### config.mk
export PLATFORM = sky130hd
export DESIGN_NAME = axi_mem_arbiter_flat
export DESIGN_NICKNAME = d
export VERILOG_FILES = /design/src/rtl/axi_mem_arbiter_if.sv /design/src/rtl/axi_mem_arbiter.sv /design/src/flat_wrapper.sv
export SDC_FILE = /design/constraint.sdc
export NUM_CORES = 1
export LEC_CHECK = 0
export ABC_AREA = 1
export CAP_MARGIN = 15
export CELL_PAD_IN_SITES_DETAIL_PLACEMENT = 1
export CELL_PAD_IN_SITES_GLOBAL_PLACEMENT = 1
export CORE_AREA = 2 2 320 322
export DETAILED_ROUTE_END_ITERATION = 10
export DIE_AREA = 0 0 322 324
export PLACE_DENSITY = 0.42
export SETUP_SLACK_MARGIN = 0.5
export SLEW_MARGIN = 20
export SYNTH_ARGS = -nofsm -noshare
export SYNTH_HDL_FRONTEND = slang
export SYNTH_SLANG_ARGS = --single-unit
### constraint.sdc
create_clock -name clk -period 1.5 [get_ports clk]
set_input_delay 0.15 -clock clk [delete_from_list [all_inputs] [get_ports clk]]
set_output_delay 0.15 -clock clk [all_outputs]
set_load 0.01 [all_outputs]
### src/rtl/axi_mem_arbiter_if.sv
// Single-beat AXI bundle shared by the IFU, LSU and memory sides of
// axi_mem_arbiter. Only the signals a single-beat, no-ID transaction
// needs are carried; burst length is implicitly zero.
// Modports:
//   master - the side that issues requests (IFU/LSU, or the arbiter downstream)
//   slave  - the side that answers them (the arbiter upstream, or memory)
interface axi_mem_arbiter_if #(
   parameter int ADDR_W = 64,
   parameter int DATA_W = 64
);

   logic [ADDR_W-1:0]   aw_addr;
   logic                aw_valid;
   logic                aw_ready;

   logic [DATA_W-1:0]   w_data;
   logic [DATA_W/8-1:0] w_strb;
   logic                w_valid;
   logic                w_ready;

   logic                b_valid;
   logic                b_ready;

   logic [ADDR_W-1:0]   ar_addr;
   logic                ar_valid;
   logic                ar_ready;

   logic [DATA_W-1:0]   r_data;
   logic                r_valid;
   logic                r_ready;

   modport master (
      output aw_addr, aw_valid,
      input  aw_ready,
      output w_data, w_strb, w_valid,
      input  w_ready,
      input  b_valid,
      output b_ready,
      output ar_addr, ar_valid,
      input  ar_ready,
      input  r_data, r_valid,
      output r_ready
   );

   modport slave (
      input  aw_addr, aw_valid,
      output aw_ready,
      input  w_data, w_strb, w_valid,
      output w_ready,
      output b_valid,
      input  b_ready,
      input  ar_addr, ar_valid,
      output ar_ready,
      output r_data, r_valid,
      input  r_ready
   );

endinterface

### src/rtl/axi_mem_arbiter.sv
// axi_mem_arbiter
// Shares the single 64-bit AXI memory port between the IFU (s0, read-only)
// and the LSU (s1, read/write). One single-beat transaction is in flight at
// a time and the grant is held until its response handshake completes.
//
// Arbitration happens only in IDLE: LSU write > LSU read > IFU read.
// Optional build macro ARB_ROUND_ROBIN_EN: when both reads are pending, the
// read that was not served last wins (the LSU write still has absolute
// priority). The last_rd register exists only in that build.
//
// s0's write channels are never used; the arbiter holds their ready/valid
// outputs at 0.
module axi_mem_arbiter #(
   parameter int ADDR_W = 64,
   parameter int DATA_W = 64
) (
   input  logic                 clk,
   input  logic                 rst_n,
   axi_mem_arbiter_if.slave     s0,
   axi_mem_arbiter_if.slave     s1,
   axi_mem_arbiter_if.master    m,
   output logic [1:0]           grant
);

   typedef enum logic [1:0] {
      IDLE = 2'd0,
      RD0  = 2'd1,
      RD1  = 2'd2,
      WR1  = 2'd3
   } state_t;

   localparam logic [1:0] GRANT_NONE = 2'b00;
   localparam logic [1:0] GRANT_RD0  = 2'b01;
   localparam logic [1:0] GRANT_RD1  = 2'b10;
   localparam logic [1:0] GRANT_WR1  = 2'b11;

   state_t     state;
   state_t     state_next;
   logic [1:0] grant_next;

   logic ar_done;
   logic aw_done;
   logic w_done;

   logic ar_hs;
   logic r_hs;
   logic aw_hs;
   logic w_hs;
   logic b_hs;

   logic wr_req;
   logic both_rd;

`ifdef ARB_ROUND_ROBIN_EN
   logic last_rd;
`endif

   // Address and data pass straight through; only valid/ready are gated by
   // the grant, so these buses need no steering except the shared AR address.
   assign m.aw_addr = s1.aw_addr;
   assign m.w_data  = s1.w_data;
   assign m.w_strb  = s1.w_strb;
   assign m.ar_addr = (state == RD1) ? s1.ar_addr : s0.ar_addr;
   assign s0.r_data = m.r_data;
   assign s1.r_data = m.r_data;

   // Handshakes are observed on the downstream side, which already carries
   // the grant gating and the done-flag masking.
   assign ar_hs = m.ar_valid & m.ar_ready;
   assign r_hs  = m.r_valid  & m.r_ready;
   assign aw_hs = m.aw_valid & m.aw_ready;
   assign w_hs  = m.w_valid  & m.w_ready;
   assign b_hs  = m.b_valid  & m.b_ready;

   // A write request is either half of the write address/data pair.
   assign wr_req  = s1.aw_valid | s1.w_valid;
   assign both_rd = s0.ar_valid & s1.ar_valid;

   // Route valid/ready between the granted master and the memory port;
   // everything not routed stays 0 so a waiting master sees no activity.
   always_comb begin
      m.aw_valid  = 1'b0;
      m.w_valid   = 1'b0;
      m.b_ready   = 1'b0;
      m.ar_valid  = 1'b0;
      m.r_ready   = 1'b0;

      s0.aw_ready = 1'b0;
      s0.w_ready  = 1'b0;
      s0.b_valid  = 1'b0;
      s0.ar_ready = 1'b0;
      s0.r_valid  = 1'b0;

      s1.aw_ready = 1'b0;
      s1.w_ready  = 1'b0;
      s1.b_valid  = 1'b0;
      s1.ar_ready = 1'b0;
      s1.r_valid  = 1'b0;

      case (state)
         RD0: begin
            // Once the AR beat is taken, both valid and ready are masked so a
            // follow-on IFU request cannot slip through and stays pending.
            m.ar_valid  = s0.ar_valid & ~ar_done;
            s0.ar_ready = m.ar_ready & ~ar_done;
            s0.r_valid  = m.r_valid;
            m.r_ready   = s0.r_ready;
         end
         RD1: begin
            m.ar_valid  = s1.ar_valid & ~ar_done;
            s1.ar_ready = m.ar_ready & ~ar_done;
            s1.r_valid  = m.r_valid;
            m.r_ready   = s1.r_ready;
         end
         WR1: begin
            // AW and W travel independently; each beat is forwarded once.
            m.aw_valid  = s1.aw_valid & ~aw_done;
            s1.aw_ready = m.aw_ready & ~aw_done;
            m.w_valid   = s1.w_valid & ~w_done;
            s1.w_ready  = m.w_ready & ~w_done;
            // B is forwarded even if memory answers before both beats land.
            s1.b_valid  = m.b_valid;
            m.b_ready   = s1.b_ready;
         end
         default: begin
         end
      endcase
   end

   // Next-state: arbitrate in IDLE, return to IDLE on the response handshake.
   always_comb begin
      state_next = state;
      grant_next = grant;

      case (state)
         IDLE: begin
            if (wr_req) begin
               state_next = WR1;
            end else if (both_rd) begin
`ifdef ARB_ROUND_ROBIN_EN
               state_next = last_rd ? RD0 : RD1;
`else
               state_next = RD1;
`endif
            end else if (s1.ar_valid) begin
               state_next = RD1;
            end else if (s0.ar_valid) begin
               state_next = RD0;
            end
         end
         RD0, RD1: begin
            if (r_hs) begin
               state_next = IDLE;
            end
         end
         WR1: begin
            if (b_hs) begin
               state_next = IDLE;
            end
         end
         default: begin
            state_next = IDLE;
         end
      endcase

      case (state_next)
         RD0:     grant_next = GRANT_RD0;
         RD1:     grant_next = GRANT_RD1;
         WR1:     grant_next = GRANT_WR1;
         default: grant_next = GRANT_NONE;
      endcase
   end

   // State and grant registers; reset abandons any in-flight transaction.
   always_ff @(posedge clk or negedge rst_n) begin
      if (!rst_n) begin
         state <= IDLE;
         grant <= GRANT_NONE;
      end else begin
         state <= state_next;
         grant <= grant_next;
      end
   end

   // Beat-done flags: set on their handshake, cleared when the response
   // completes, and held clear whenever no transaction is granted.
   always_ff @(posedge clk or negedge rst_n) begin
      if (!rst_n) begin
         ar_done <= 1'b0;
         aw_done <= 1'b0;
         w_done  <= 1'b0;
      end else begin
         case (state)
            RD0, RD1: begin
               aw_done <= 1'b0;
               w_done  <= 1'b0;
               if (r_hs) begin
                  ar_done <= 1'b0;
               end else if (ar_hs) begin
                  ar_done <= 1'b1;
               end
            end
            WR1: begin
               ar_done <= 1'b0;
               if (b_hs) begin
                  aw_done <= 1'b0;
                  w_done  <= 1'b0;
               end else begin
                  if (aw_hs) begin
                     aw_done <= 1'b1;
                  end
                  if (w_hs) begin
                     w_done <= 1'b1;
                  end
               end
            end
            default: begin
               ar_done <= 1'b0;
               aw_done <= 1'b0;
               w_done  <= 1'b0;
            end
         endcase
      end
   end

`ifdef ARB_ROUND_ROBIN_EN
   // Remember which read source was granted last (0 IFU, 1 LSU); starting at
   // 1 lets the IFU win the first tie after reset.
   always_ff @(posedge clk or negedge rst_n) begin
      if (!rst_n) begin
         last_rd <= 1'b1;
      end else if (state == IDLE) begin
         if (state_next == RD0) begin
            last_rd <= 1'b0;
         end else if (state_next == RD1) begin
            last_rd <= 1'b1;
         end
      end
   end
`endif

endmodule

### src/flat_wrapper.sv
// flat-port wrapper written by rule: the top's interface ports become plain ports
module axi_mem_arbiter_flat 
#(
   parameter int ADDR_W = 64,
   parameter int DATA_W = 64
)
  (clk, rst_n, grant, s0_aw_addr, s0_aw_valid, s0_aw_ready, s0_w_data, s0_w_strb, s0_w_valid, s0_w_ready, s0_b_valid, s0_b_ready, s0_ar_addr, s0_ar_valid, s0_ar_ready, s0_r_data, s0_r_valid, s0_r_ready, s1_aw_addr, s1_aw_valid, s1_aw_ready, s1_w_data, s1_w_strb, s1_w_valid, s1_w_ready, s1_b_valid, s1_b_ready, s1_ar_addr, s1_ar_valid, s1_ar_ready, s1_r_data, s1_r_valid, s1_r_ready, m_aw_addr, m_aw_valid, m_aw_ready, m_w_data, m_w_strb, m_w_valid, m_w_ready, m_b_valid, m_b_ready, m_ar_addr, m_ar_valid, m_ar_ready, m_r_data, m_r_valid, m_r_ready);
  axi_mem_arbiter_if #(.ADDR_W(ADDR_W), .DATA_W(DATA_W)) s0_i ();
  axi_mem_arbiter_if #(.ADDR_W(ADDR_W), .DATA_W(DATA_W)) s1_i ();
  axi_mem_arbiter_if #(.ADDR_W(ADDR_W), .DATA_W(DATA_W)) m_i ();
  input  logic clk;
  input  logic rst_n;
  output logic [1:0] grant;
  input wire logic [$bits(s0_i.aw_addr)-1:0] s0_aw_addr;
  input wire logic [$bits(s0_i.aw_valid)-1:0] s0_aw_valid;
  output wire logic [$bits(s0_i.aw_ready)-1:0] s0_aw_ready;
  input wire logic [$bits(s0_i.w_data)-1:0] s0_w_data;
  input wire logic [$bits(s0_i.w_strb)-1:0] s0_w_strb;
  input wire logic [$bits(s0_i.w_valid)-1:0] s0_w_valid;
  output wire logic [$bits(s0_i.w_ready)-1:0] s0_w_ready;
  output wire logic [$bits(s0_i.b_valid)-1:0] s0_b_valid;
  input wire logic [$bits(s0_i.b_ready)-1:0] s0_b_ready;
  input wire logic [$bits(s0_i.ar_addr)-1:0] s0_ar_addr;
  input wire logic [$bits(s0_i.ar_valid)-1:0] s0_ar_valid;
  output wire logic [$bits(s0_i.ar_ready)-1:0] s0_ar_ready;
  output wire logic [$bits(s0_i.r_data)-1:0] s0_r_data;
  output wire logic [$bits(s0_i.r_valid)-1:0] s0_r_valid;
  input wire logic [$bits(s0_i.r_ready)-1:0] s0_r_ready;
  input wire logic [$bits(s1_i.aw_addr)-1:0] s1_aw_addr;
  input wire logic [$bits(s1_i.aw_valid)-1:0] s1_aw_valid;
  output wire logic [$bits(s1_i.aw_ready)-1:0] s1_aw_ready;
  input wire logic [$bits(s1_i.w_data)-1:0] s1_w_data;
  input wire logic [$bits(s1_i.w_strb)-1:0] s1_w_strb;
  input wire logic [$bits(s1_i.w_valid)-1:0] s1_w_valid;
  output wire logic [$bits(s1_i.w_ready)-1:0] s1_w_ready;
  output wire logic [$bits(s1_i.b_valid)-1:0] s1_b_valid;
  input wire logic [$bits(s1_i.b_ready)-1:0] s1_b_ready;
  input wire logic [$bits(s1_i.ar_addr)-1:0] s1_ar_addr;
  input wire logic [$bits(s1_i.ar_valid)-1:0] s1_ar_valid;
  output wire logic [$bits(s1_i.ar_ready)-1:0] s1_ar_ready;
  output wire logic [$bits(s1_i.r_data)-1:0] s1_r_data;
  output wire logic [$bits(s1_i.r_valid)-1:0] s1_r_valid;
  input wire logic [$bits(s1_i.r_ready)-1:0] s1_r_ready;
  output wire logic [$bits(m_i.aw_addr)-1:0] m_aw_addr;
  output wire logic [$bits(m_i.aw_valid)-1:0] m_aw_valid;
  input wire logic [$bits(m_i.aw_ready)-1:0] m_aw_ready;
  output wire logic [$bits(m_i.w_data)-1:0] m_w_data;
  output wire logic [$bits(m_i.w_strb)-1:0] m_w_strb;
  output wire logic [$bits(m_i.w_valid)-1:0] m_w_valid;
  input wire logic [$bits(m_i.w_ready)-1:0] m_w_ready;
  input wire logic [$bits(m_i.b_valid)-1:0] m_b_valid;
  output wire logic [$bits(m_i.b_ready)-1:0] m_b_ready;
  output wire logic [$bits(m_i.ar_addr)-1:0] m_ar_addr;
  output wire logic [$bits(m_i.ar_valid)-1:0] m_ar_valid;
  input wire logic [$bits(m_i.ar_ready)-1:0] m_ar_ready;
  input wire logic [$bits(m_i.r_data)-1:0] m_r_data;
  input wire logic [$bits(m_i.r_valid)-1:0] m_r_valid;
  output wire logic [$bits(m_i.r_ready)-1:0] m_r_ready;
  assign s0_i.aw_addr = s0_aw_addr;
  assign s0_i.aw_valid = s0_aw_valid;
  assign s0_aw_ready = s0_i.aw_ready;
  assign s0_i.w_data = s0_w_data;
  assign s0_i.w_strb = s0_w_strb;
  assign s0_i.w_valid = s0_w_valid;
  assign s0_w_ready = s0_i.w_ready;
  assign s0_b_valid = s0_i.b_valid;
  assign s0_i.b_ready = s0_b_ready;
  assign s0_i.ar_addr = s0_ar_addr;
  assign s0_i.ar_valid = s0_ar_valid;
  assign s0_ar_ready = s0_i.ar_ready;
  assign s0_r_data = s0_i.r_data;
  assign s0_r_valid = s0_i.r_valid;
  assign s0_i.r_ready = s0_r_ready;
  assign s1_i.aw_addr = s1_aw_addr;
  assign s1_i.aw_valid = s1_aw_valid;
  assign s1_aw_ready = s1_i.aw_ready;
  assign s1_i.w_data = s1_w_data;
  assign s1_i.w_strb = s1_w_strb;
  assign s1_i.w_valid = s1_w_valid;
  assign s1_w_ready = s1_i.w_ready;
  assign s1_b_valid = s1_i.b_valid;
  assign s1_i.b_ready = s1_b_ready;
  assign s1_i.ar_addr = s1_ar_addr;
  assign s1_i.ar_valid = s1_ar_valid;
  assign s1_ar_ready = s1_i.ar_ready;
  assign s1_r_data = s1_i.r_data;
  assign s1_r_valid = s1_i.r_valid;
  assign s1_i.r_ready = s1_r_ready;
  assign m_aw_addr = m_i.aw_addr;
  assign m_aw_valid = m_i.aw_valid;
  assign m_i.aw_ready = m_aw_ready;
  assign m_w_data = m_i.w_data;
  assign m_w_strb = m_i.w_strb;
  assign m_w_valid = m_i.w_valid;
  assign m_i.w_ready = m_w_ready;
  assign m_i.b_valid = m_b_valid;
  assign m_b_ready = m_i.b_ready;
  assign m_ar_addr = m_i.ar_addr;
  assign m_ar_valid = m_i.ar_valid;
  assign m_i.ar_ready = m_ar_ready;
  assign m_i.r_data = m_r_data;
  assign m_i.r_valid = m_r_valid;
  assign m_r_ready = m_i.r_ready;
  axi_mem_arbiter #(.ADDR_W(ADDR_W), .DATA_W(DATA_W)) u_core (.clk(clk), .rst_n(rst_n), .s0(s0_i), .s1(s1_i), .m(m_i), .grant(grant));
endmodule
==> reports/metrics.yaml, run 1 <==
critical_path.top_delay_family: "buffers and inverters"
cts_hold_buf: 0
violations: "setup timing"
yosys_warnings: 0
powerDensity_nw_per_um2: 1500
fin_skew_ns: 0.000652
maxSlewViolCount: 0
antenna_found_initial: 1
drtIter0Drc: 31
htree_levels: 1
routabilityCongestion: 0.670
endpoint_kind: "output port"
grt.overflow.total: 0
crit_chain: "ha_4 > buf_12 > buf_8 > buf_12 > buf_16 > nand2_4 > nand2_2 > buf_6"
core_area_um2: 101000
nets: 1031
drive_gt1_frac: 0.605
fin_crit_ns: 1.78
dieArea_um2: 104000
maxCapViolCount: 0
io_buffers: 219
outcome: "finished, violations left"
final_area_um2: 6840
n_antenna_cell: 0
p_leak_nw: 2.58
clockBufferDepth: 2
drt_first_pass_iters: 3
drt_wl_total_mm: 22.9
path_clk_slew_ns: 0.04
io_pins: 826
avgSynthCellArea_um2: 5.97
grt_pass1_wl_mm: 28.5
syn_area_um2: 3250
required_ns: 1.35
synth.area.top_cells: "buf_4, nand2_1, dfrtp_1, inv_1, buf_2"
grt.total_usage: 0.0399
tns_ns: -13.91
rsz0062_at_grt: "yes"
synth-seq-cells: 6
hp-class: "in -> async"
grt_max_degree: 13
cts_made_buffers: 3
cts.sinks: 6
critPathSlowestCell: "dfrtp_1"
cts_tree: "done"
vias: 3242
place_area_um2: 5750
crit_type: "reg -> out"
initial_core_util: 0.0322
clk_latency_ns: 0.23
finalSetupViolations: 79
synth_top_cell_area_share: 0.621
worst_ep_arrival_time_ns: 1.63
ant_nets: 0
period_share: 1.19
hold_violations: 0
max_stage_delay_ns: 0.41
startpoint_type: "register"
die_width_um: 322
syn_inst: 545
fin_ws_ns: -0.279
max_clock_freq_mhz: 562
final_util: 0.0677
cts_root_buffer: "clkbuf_16"
ys_types: 15
yosysSeqAreaShare: 0.0461
crit_top_cell: "buf_12"
dp_hpwl_mm: 19.4
synth_top_area_cell: "buf_4"
drc: 0
rows: 117
irDropWorstVdd_v: 0.000832
chipHeight_um: 324
post_drt_wl_per_cell_um: 12.3
area_delta_synth_final_pct: 110
cp_max_fo: 6
via_per_inst: 1.75
grt_pass1_vias: 3514
crit_buf_inv: 5
stage by stage:
stage / power (mW) / setup slack (ns) / instances / hold slack [ns]
final: 10.2 / -0.279 / 1853 / 0.224
after global placement: 7.10 / -0.390 / 1825 / 0.300
after CTS: 10.2 / -0.301 / 1853 / 0.232
after floorplan: 4.24 / 0.187 / 547 / -0.146
after global routing: 11.0 / -0.355 / 1853 / 0.236
after detailed placement: 7.14 / -0.388 / 1825 / 0.300
what timing repair did:
item	in CTS	in global routing
setup buffers	19	0
resized for setup	485	32
pin swaps	22	17
cloned	6	0
endpoints found under the setup margin	84	83
layout make-up:
class | instances | area (um2)
multi-input cells | 241 | 1790
well taps | 1309 | 1640
flip-flops and latches | 6 | 150
fillers | 12010 | 94200
inverters | 18 | 82.6
clock buffers | 3 | 75.1
repair buffers | 276 | 3100
logic make-up (layout without fill, tap and decap cells):
kind of cell | count (synthesis) | in the layout | synth area share
AND/OR/NAND/NOR | 224 | 224 | 0.260
buffers and inverters | 300 | 297 | 0.661
adder cells (fa/ha/maj) | 4 | 4 | 0.0154
other | 1 | 3 | 0.00115
flip-flops | 6 | 6 | 0.0461
AO/OA/AOI/OAI | 10 | 10 | 0.0165
synthesized netlist by cell type, drive strengths merged:
master / count
nor3: 3
nand2: 215
inv: 18
o21ai: 2
clkbuf: 1
a21oi: 8
buf: 281
dfrtp: 6
nor2: 5
nand3: 1
ha: 4
conb: 1
registers in the layout (all words and copies together) (netlist names):
signal / cells
u_core.grant: 2
u_core.state: 1
u_core.w_done: 1
u_core.ar_done: 1
u_core.aw_done: 1
final timing paths:
path                       cells after the start            start  slack, ns              end
hold reg to reg                                2    u_core.w_done       0.59    u_core.w_done
max in group asynchronous                      1            rst_n       0.98   u_core.ar_done
setup reg to reg                              10  u_core.state[1]      -0.04  u_core.grant[1]
setup / recovery                               8  u_core.state[1]      -0.28    m_ar_addr[43]
min in group clk                               0   s1_aw_addr[18]       0.30    m_aw_addr[18]
hold / removal                                 1            rst_n       0.22   u_core.aw_done
layer usage:
layer	wire, um	track usage
met4	706	0.0151
met1	6160	0.0301
met2	9930	0.0628
met5	148	0.00926
met3	5920	0.0454
power breakdown:
part           internal [mW]  switching [mW]
Clock                  0.344           0.109
Sequential             0.221          0.0518
Combinational           5.13            4.39
placed cells by master, fill, tap and decap left out, drive strengths merged:
cell type | netlist | routed
nand2 | 215 | 215
clkdlybuf4s50 | 0 | 141
buf | 281 | 124
inv | 18 | 18
clkdlybuf4s15 | 0 | 8
a21oi | 8 | 8
dfrtp | 6 | 6
nor2 | 5 | 5
ha | 4 | 4
conb | 1 | 3
clkbuf | 1 | 3
dlygate4sd2 | 0 | 3
nor3 | 3 | 3
o21ai | 2 | 2
nand3 | 1 | 1
Note: power is estimated with default switching activity, not from simulation.
==> run 2: changes to the inputs <==
--- a/config.mk
+++ b/config.mk
@@ -14,7 +14,6 @@
 export DIE_AREA = 0 0 322 324
 export PLACE_DENSITY = 0.42
 export SETUP_SLACK_MARGIN = 0.5
-export SLEW_MARGIN = 20
 export SYNTH_ARGS = -nofsm -noshare
 export SYNTH_HDL_FRONTEND = slang
 export SYNTH_SLANG_ARGS = --single-unit
==> results of run 2 <==
Final layout, timing and power as in run 1 (identical DEF).
